<file path="config.mk">
export PLATFORM = sky130hd
export DESIGN_NAME = biquad_cascade_sched_flat
export DESIGN_NICKNAME = d
export VERILOG_FILES = /design/src/rtl/biquad_cascade_sched_pkg.sv /design/src/rtl/biquad_cascade_sched_if.sv /design/src/rtl/biquad_cascade_sched_mac.sv /design/src/rtl/biquad_cascade_sched.sv /design/src/flat_wrapper.sv
export SDC_FILE = /design/constraint.sdc
export NUM_CORES = 2
export LEC_CHECK = 0
export ABC_AREA = 1
export CAP_MARGIN = 20
export CORE_UTILIZATION = 55
export DETAILED_ROUTE_END_ITERATION = 8
export PLACE_DENSITY = 0.83
export SLEW_MARGIN = 5
export SYNTH_ARGS = -nofsm -noshare
export SYNTH_HDL_FRONTEND = slang
export SYNTH_SLANG_ARGS = --single-unit
</file>
<file path="constraint.sdc">
create_clock -name clk -period 50 [get_ports clk]
set_clock_uncertainty 0.1 [all_clocks]
set_input_delay 10 -clock clk [delete_from_list [all_inputs] [get_ports clk]]
set_output_delay 10 -clock clk [all_outputs]
set_load 0.03 [all_outputs]
</file>
<file path="src/rtl/biquad_cascade_sched_pkg.sv">
// Shared types and constants for the time-multiplexed biquad cascade:
// data/coefficient widths, accumulator width, FSM state and coefficient index enums.
package biquad_pkg;

   localparam int DATA_W     = 16;
   localparam int COEF_W     = 16;
   localparam int PROD_W     = 32;
   localparam int ACC_W      = 35;
   localparam int MAX_STAGES = 8;

   localparam logic signed [COEF_W-1:0] COEF_UNITY = 16'sh4000;

   typedef enum logic [2:0] {
      B0 = 3'd0,
      B1 = 3'd1,
      B2 = 3'd2,
      A1 = 3'd3,
      A2 = 3'd4
   } coef_idx_e;

   typedef enum logic [1:0] {
      IDLE = 2'd0,
      MAC  = 2'd1,
      WB   = 2'd2
   } state_e;

   typedef struct packed {
      logic signed [COEF_W-1:0] b0;
      logic signed [COEF_W-1:0] b1;
      logic signed [COEF_W-1:0] b2;
      logic signed [COEF_W-1:0] a1;
      logic signed [COEF_W-1:0] a2;
   } coef_set_t;

   typedef struct packed {
      logic signed [DATA_W-1:0] x1;
      logic signed [DATA_W-1:0] x2;
      logic signed [DATA_W-1:0] y1;
      logic signed [DATA_W-1:0] y2;
   } hist_t;

   localparam coef_set_t COEF_RESET = '{b0: COEF_UNITY, b1: '0, b2: '0, a1: '0, a2: '0};

endpackage

</file>
<file path="src/rtl/biquad_cascade_sched_if.sv">
// Sample stream, coefficient write port and status flags of the biquad cascade.
interface biquad_cascade_sched_if;
   import biquad_pkg::*;

   logic                     sample_valid;
   logic signed [DATA_W-1:0] sample_in;
   logic                     ready;
   logic                     out_valid;
   logic signed [DATA_W-1:0] sample_out;
   logic                     coef_we;
   logic [2:0]               coef_stage;
   logic [2:0]               coef_sel;
   logic signed [COEF_W-1:0] coef_data;
   logic                     coef_commit;
   logic                     overrun;

   modport master (
      output sample_valid, sample_in, coef_we, coef_stage, coef_sel, coef_data, coef_commit,
      input  ready, out_valid, sample_out, overrun
   );

   modport slave (
      input  sample_valid, sample_in, coef_we, coef_stage, coef_sel, coef_data, coef_commit,
      output ready, out_valid, sample_out, overrun
   );

endinterface

</file>
<file path="src/rtl/biquad_cascade_sched_mac.sv">
// Shared multiplier feeding a registered 35-bit accumulator, plus the Q2.14 rescale.
// BIQUAD_SAT_EN: when defined, the rescale clamps to 0x7FFF/0x8000 instead of wrapping.
module biquad_mac
   import biquad_pkg::*;
(
   input  logic                     clk,
   input  logic                     reset,
   input  logic                     clr,
   input  logic                     en,
   input  logic                     sub,
   input  logic signed [COEF_W-1:0] coef,
   input  logic signed [DATA_W-1:0] data,
   output logic signed [DATA_W-1:0] res
);

   logic signed [PROD_W-1:0] prod;
   logic signed [ACC_W-1:0]  prod_ext;
   logic signed [ACC_W-1:0]  acc;

   assign prod     = coef * data;
   assign prod_ext = {{(ACC_W-PROD_W){prod[PROD_W-1]}}, prod};

   always_ff @(posedge clk) begin
      if (reset || clr) begin
         acc <= '0;
      end else if (en) begin
         acc <= sub ? (acc - prod_ext) : (acc + prod_ext);
      end
   end

`ifdef BIQUAD_SAT_EN
   // Bits 34:29 must all match the sign for acc[29:14] to represent the value.
   always_comb begin
      res = acc[29:14];
      if (acc[34:29] != {6{acc[34]}}) begin
         res = acc[34] ? 16'sh8000 : 16'sh7FFF;
      end
   end
`else
   assign res = acc[29:14];
`endif

endmodule

</file>
<file path="src/rtl/biquad_cascade_sched.sv">
// Runs NUM_STAGES biquad sections through one shared MAC, six cycles per stage,
// with double-buffered coefficient banks that switch only while idle.
//
// state | meaning
// IDLE  | ready; waits for sample_valid, applies a pending coefficient commit
// MAC   | five products for the current stage, idx 0..4 (b0 b1 b2 a1 a2)
// WB    | rescale, update stage history, advance stage or emit output
module biquad_cascade_sched
   import biquad_pkg::*;
#(
   parameter int NUM_STAGES = 4
) (
   input logic                   clk,
   input logic                   reset,
   biquad_cascade_sched_if.slave bus
);

   localparam logic [2:0] LAST_STAGE = 3'(NUM_STAGES - 1);

   state_e state, state_nxt;
   logic [2:0] stage, stage_nxt;
   logic [2:0] idx, idx_nxt;
   logic       accept, wb, mac_clr, mac_en, mac_sub, bank_copy;

   logic signed [DATA_W-1:0] x_cur;
   logic signed [DATA_W-1:0] mac_data;
   logic signed [DATA_W-1:0] mac_res;
   logic signed [COEF_W-1:0] mac_coef;
   logic signed [DATA_W-1:0] sample_out;
   logic                     out_valid;
   logic                     overrun;
   logic                     pending;

   coef_set_t shadow [MAX_STAGES];
   coef_set_t active [MAX_STAGES];
   hist_t     hist   [MAX_STAGES];
   coef_set_t cs;
   hist_t     h;

   assign bus.ready      = (state == IDLE);
   assign bus.out_valid  = out_valid;
   assign bus.sample_out = sample_out;
   assign bus.overrun    = overrun;

   always_ff @(posedge clk) begin
      if (reset) begin
         state <= IDLE;
         stage <= '0;
         idx   <= '0;
      end else begin
         state <= state_nxt;
         stage <= stage_nxt;
         idx   <= idx_nxt;
      end
   end

   always_comb begin
      state_nxt = state;
      stage_nxt = stage;
      idx_nxt   = idx;
      accept    = 1'b0;
      wb        = 1'b0;
      mac_clr   = 1'b0;
      mac_en    = 1'b0;
      case (state)
         IDLE: begin
            if (bus.sample_valid) begin
               accept    = 1'b1;
               stage_nxt = '0;
               idx_nxt   = '0;
               mac_clr   = 1'b1;
               state_nxt = MAC;
            end
         end
         MAC: begin
            mac_en = 1'b1;
            if (idx == 3'd4) begin
               state_nxt = WB;
            end else begin
               idx_nxt = idx + 3'd1;
            end
         end
         WB: begin
            wb = 1'b1;
            if (stage == LAST_STAGE) begin
               state_nxt = IDLE;
            end else begin
               stage_nxt = stage + 3'd1;
               idx_nxt   = '0;
               mac_clr   = 1'b1;
               state_nxt = MAC;
            end
         end
         default: state_nxt = IDLE;
      endcase
   end

   always_comb begin
      cs       = active[stage];
      h        = hist[stage];
      mac_coef = cs.b0;
      mac_data = x_cur;
      mac_sub  = 1'b0;
      case (coef_idx_e'(idx))
         B1: begin mac_coef = cs.b1; mac_data = h.x1; end
         B2: begin mac_coef = cs.b2; mac_data = h.x2; end
         A1: begin mac_coef = cs.a1; mac_data = h.y1; mac_sub = 1'b1; end
         A2: begin mac_coef = cs.a2; mac_data = h.y2; mac_sub = 1'b1; end
         default: ;
      endcase
   end

   biquad_mac u_mac (
      .clk   (clk),
      .reset (reset),
      .clr   (mac_clr),
      .en    (mac_en),
      .sub   (mac_sub),
      .coef  (mac_coef),
      .data  (mac_data),
      .res   (mac_res)
   );

   always_ff @(posedge clk) begin
      if (reset) begin
         x_cur      <= '0;
         sample_out <= '0;
         out_valid  <= 1'b0;
         overrun    <= 1'b0;
         for (int i = 0; i < MAX_STAGES; i++) hist[i] <= '0;
      end else begin
         out_valid <= 1'b0;
         if (bus.sample_valid && (state != IDLE)) overrun <= 1'b1;
         if (accept) x_cur <= bus.sample_in;
         if (wb) begin
            hist[stage] <= '{x1: x_cur, x2: h.x1, y1: mac_res, y2: h.y1};
            x_cur       <= mac_res;
            if (stage == LAST_STAGE) begin
               sample_out <= mac_res;
               out_valid  <= 1'b1;
            end
         end
      end
   end

   // A commit is only honoured in IDLE so a sample never mixes two banks.
   assign bank_copy = (state == IDLE) && pending;

   always_ff @(posedge clk) begin
      if (reset) begin
         pending <= 1'b0;
         for (int i = 0; i < MAX_STAGES; i++) begin
            shadow[i] <= COEF_RESET;
            active[i] <= COEF_RESET;
         end
      end else begin
         pending <= bus.coef_commit | (pending & ~bank_copy);
         if (bank_copy) begin
            for (int i = 0; i < MAX_STAGES; i++) active[i] <= shadow[i];
         end
         if (bus.coef_we && (int'(bus.coef_stage) < NUM_STAGES)) begin
            case (coef_idx_e'(bus.coef_sel))
               B0: shadow[bus.coef_stage].b0 <= bus.coef_data;
               B1: shadow[bus.coef_stage].b1 <= bus.coef_data;
               B2: shadow[bus.coef_stage].b2 <= bus.coef_data;
               A1: shadow[bus.coef_stage].a1 <= bus.coef_data;
               A2: shadow[bus.coef_stage].a2 <= bus.coef_data;
               default: ;
            endcase
         end
      end
   end

endmodule

</file>
<file path="src/flat_wrapper.sv">
// flat-port wrapper written by rule: the top's interface ports become plain ports
module biquad_cascade_sched_flat import biquad_pkg::*;
#(
   parameter int NUM_STAGES = 4
)
  (clk, reset, bus_sample_valid, bus_sample_in, bus_coef_we, bus_coef_stage, bus_coef_sel, bus_coef_data, bus_coef_commit, bus_ready, bus_out_valid, bus_sample_out, bus_overrun);
  biquad_cascade_sched_if bus_i ();
  input logic clk;
  input logic reset;
  input wire logic [$bits(bus_i.sample_valid)-1:0] bus_sample_valid;
  input wire logic [$bits(bus_i.sample_in)-1:0] bus_sample_in;
  input wire logic [$bits(bus_i.coef_we)-1:0] bus_coef_we;
  input wire logic [$bits(bus_i.coef_stage)-1:0] bus_coef_stage;
  input wire logic [$bits(bus_i.coef_sel)-1:0] bus_coef_sel;
  input wire logic [$bits(bus_i.coef_data)-1:0] bus_coef_data;
  input wire logic [$bits(bus_i.coef_commit)-1:0] bus_coef_commit;
  output wire logic [$bits(bus_i.ready)-1:0] bus_ready;
  output wire logic [$bits(bus_i.out_valid)-1:0] bus_out_valid;
  output wire logic [$bits(bus_i.sample_out)-1:0] bus_sample_out;
  output wire logic [$bits(bus_i.overrun)-1:0] bus_overrun;
  assign bus_i.sample_valid = bus_sample_valid;
  assign bus_i.sample_in = bus_sample_in;
  assign bus_i.coef_we = bus_coef_we;
  assign bus_i.coef_stage = bus_coef_stage;
  assign bus_i.coef_sel = bus_coef_sel;
  assign bus_i.coef_data = bus_coef_data;
  assign bus_i.coef_commit = bus_coef_commit;
  assign bus_ready = bus_i.ready;
  assign bus_out_valid = bus_i.out_valid;
  assign bus_sample_out = bus_i.sample_out;
  assign bus_overrun = bus_i.overrun;
  biquad_cascade_sched #(.NUM_STAGES(NUM_STAGES)) u_core (.clk(clk), .reset(reset), .bus(bus_i));
endmodule
</file>
==> impl_metrics.ini <==
[run_status]
outcome = completed

[hold_path]
hold_class = flop to flop

[clock_network]
clockRootBuffer = clkbuf_16
cts.sinks = 1868
clk_latency_ns = 0.84
cts_hold_buf = 0
postCtsSetupBuffers = 0
cts.clk_slew.worst_paths_ns = 0.06
clock_path_buffers = 3
numCtsBuffers = 178
cts_tree = done
ctsResizeCount = 0
htreeDepth = 4

[floorplanning]
dieArea_um2 = 162000
row_count = 146
die_y_um = 403
die_w_um = 403
initial_utilization = 0.556
coreArea_um2 = 159000
pin_count = 62

[global_routing]
grt_max_degree = 250
grt_pass1_vias = 61530
grt_use_total = 0.271
grt_pass1_wl_um = 337000
antenna_found_initial = 2
grt-ovfl-total = 0

[pwr]
peakVddDrop_mv = 0.106
comb_power_share = 0.470
clkPwrFrac = 0.221
switchingPower_w = 0.00253
p_leak_nw = 40.5
p_int_w = 0.00347
switching_share = 0.421
p_per_area_nw_per_um2 = 61.5
pwr-share-seq = 0.309

[drt]
drcViolationCount = 0
drt_iter0_drc = 7861
firstDrtPassIters = 6
ant_nets = 0
drt_wl_total_um = 221000
wire_per_inst_um = 20.5
route.vias.total = 61473
avgViaCountPerCell = 5.69

[synth]
muxShareOfSynthArea = 0.000113
synth_warnings = 0
synth-seq-area-share = 0.626
synth_cells = 8412
synth_top_family_by_area = simple AND/OR/NAND/NOR gates
post_synth_and_or_nand_nor_area_fraction = 0.146
async_reset_ff_frac = 0
synth_xor_area_frac = 0.00723
synth_top_flop_cell = edfxtp_1
ys_types = 59
avgSynthCellArea_um2 = 10.5
syn-cell-area_um2 = 88400
synth-compound-area-share = 0.0728
yosys.area_share.adder = 0.0728
synth_edf_count = 1792
ys_seq_elements = 1868

[sta]
setup_slack_ns = 36.72
fmaxAchievable_ghz = 0.0753
rsz0062_at_grt = no
setup_violations = 0
post-route-period-util = 0.266
slew_headroom = 0.192
final-hold-violation-count = 0
setup_tns_ns = 0
slew_viol_final = 0
worst_pin_slew_ns = 1.21
post-route-min-period_ns = 13.28
hold-worst-slack_ns = 0.363

[cells_and_area]
area_growth_pct = 10.3
diodes = 0
fill_cells = 11601
nets = 8984
drive_above_1_share = 0.0484
multi_input_area_um2 = 27700
seqCellArea_um2 = 55300

[setup_path]
cp_slowest_cell = buf_12
end_kind = flop
path_cells = buf_8 > buf_4 > nor3_1 > inv_8 > buf_12 > buf_4 > nor2_1
cp_data_arrival_time_ns = 13.68
critPathBufInv = 5
path_class = input port to flop
cp_max_fo = 249
crit_required_ns = 50.40
cpMostUsedCell = buf_4
critPathTopFamily = buffers and inverters
max_stage_delay_ns = 0.79
crit_path_start_kind = input port

[placement]
portBuffers = 61
pre_cts_ws_ns = 35.98
place_congestion = 0.916
dpl.hpwl_um = 131000

[flow_run]
max-cap-violations = 0
[tightest hold or removal path, cell delays in order, from the launching register on]
cell and delay [ns]:
dfxtp_1 0.31, nand2_1 0.06, a21oi_1 0.05
[cell families after synthesis]
family | Yosys count
simple gates | 3293
flops | 1868
buf+inv | 1726
compound gates | 1084
fa+ha+maj | 365
xor+xnor | 73
other cells | 2
mux | 1
[power by group through the flow]
stage | Sequential, W | Combinational (W) | Clock [W]
finish | 0.00185 | 0.00282 | 0.00133
floorplan | 0.00194 | 0.00202 | 0
CTS | 0.00185 | 0.00278 | 0.00133
detailed placement | 0.00188 | 0.00276 | 0
global route | 0.00186 | 0.00315 | 0.00139
global placement | 0.00188 | 0.00271 | 0
[flip-flops by register name (all words and copies together) (netlist names), named ones only]
| name | flops |
|---|---|
| u_core.idx | 3 |
| u_core.active | 640 |
| u_core.stage | 3 |
| u_core.u_mac.acc | 30 |
| u_core.state | 2 |
| u_core.bus.out_valid | 1 |
| u_core.hist | 512 |
| u_core.pending | 1 |
| u_core.x_cur | 16 |
| u_core.bus.overrun | 1 |
| u_core.shadow | 640 |
| u_core.bus.sample_out | 16 |
[stage by stage]
stage | area, µm² | std cells | utilization | power [W]
2_1_floorplan | 89600 | 8730 | - | 0.00396
3_3_place_gp | 91700 | 10463 | 0.577 | 0.00459
3_5_place_dp | 91700 | 10464 | 0.577 | 0.00465
4_1_cts | 97500 | 10793 | 0.613 | 0.00596
5_1_grt | 97600 | 10797 | 0.614 | 0.00640
6_report | 97600 | 10797 | 0.614 | 0.00600
[cell type report]
class | instances | area share
clock inverter | 108 | 0.0115
inverter | 1243 | 0.0481
tap | 2072 | 0.0266
sequential | 1868 | 0.567
timing repair buffer | 149 | 0.0149
clock buffer | 221 | 0.0475
multi-input combinational | 5136 | 0.284
[cell usage after synthesis, types with 60 or more instances]
cell type / n / area, µm²
o211ai_1: 60 / 450
a21oi_1: 151 / 756
nor2_1: 2278 / 8550
dfxtp_1: 76 / 1520
o221ai_1: 113 / 990
ha_1: 116 / 1450
clkbuf_1: 318 / 1190
nand3_1: 206 / 1030
buf_2: 104 / 521
o21ai_0: 538 / 2690
o22ai_1: 95 / 594
nand2_1: 722 / 2710
fa_1: 249 / 4980
inv_1: 1175 / 4410
edfxtp_1: 1792 / 53800
[layout by cell type (no fill, tap or decap), drive strengths merged, types with 89 or more instances in the layout]
master / instances
nor2: 2285
edfxtp: 1792
inv: 1193
nand2: 728
o21ai: 566
conb: 320
fa: 249
clkbuf: 221
nand3: 206
a21oi: 151
clkinv: 140
ha: 116
o221ai: 113
o22ai: 95
buf: 89
[layer usage]
metal	track usage	vias up	part of all wire
li1	-	27570	-
met1	0.339	29528	0.36
met2	0.449	3670	0.48
met3	0.0515	705	0.11
met4	0.141	0	0.053
met5	0	-	0
[worst paths after layout]
check | startpoint | end | slack, ns | cells after the start
worst max register to register | flop | u_core.u_mac.acc[28] | 36.81 | 47
worst min-delay path | u_core.bus.sample_out[10] | u_core.bus.sample_out[10] | 0.36 | 2
worst min register to register | u_core.bus.sample_out[10] | u_core.bus.sample_out[10] | 0.36 | 2
worst max-delay path | reset | u_core.active[5][15] | 36.72 | 7
Note: power is estimated with default switching activity, not from simulation.
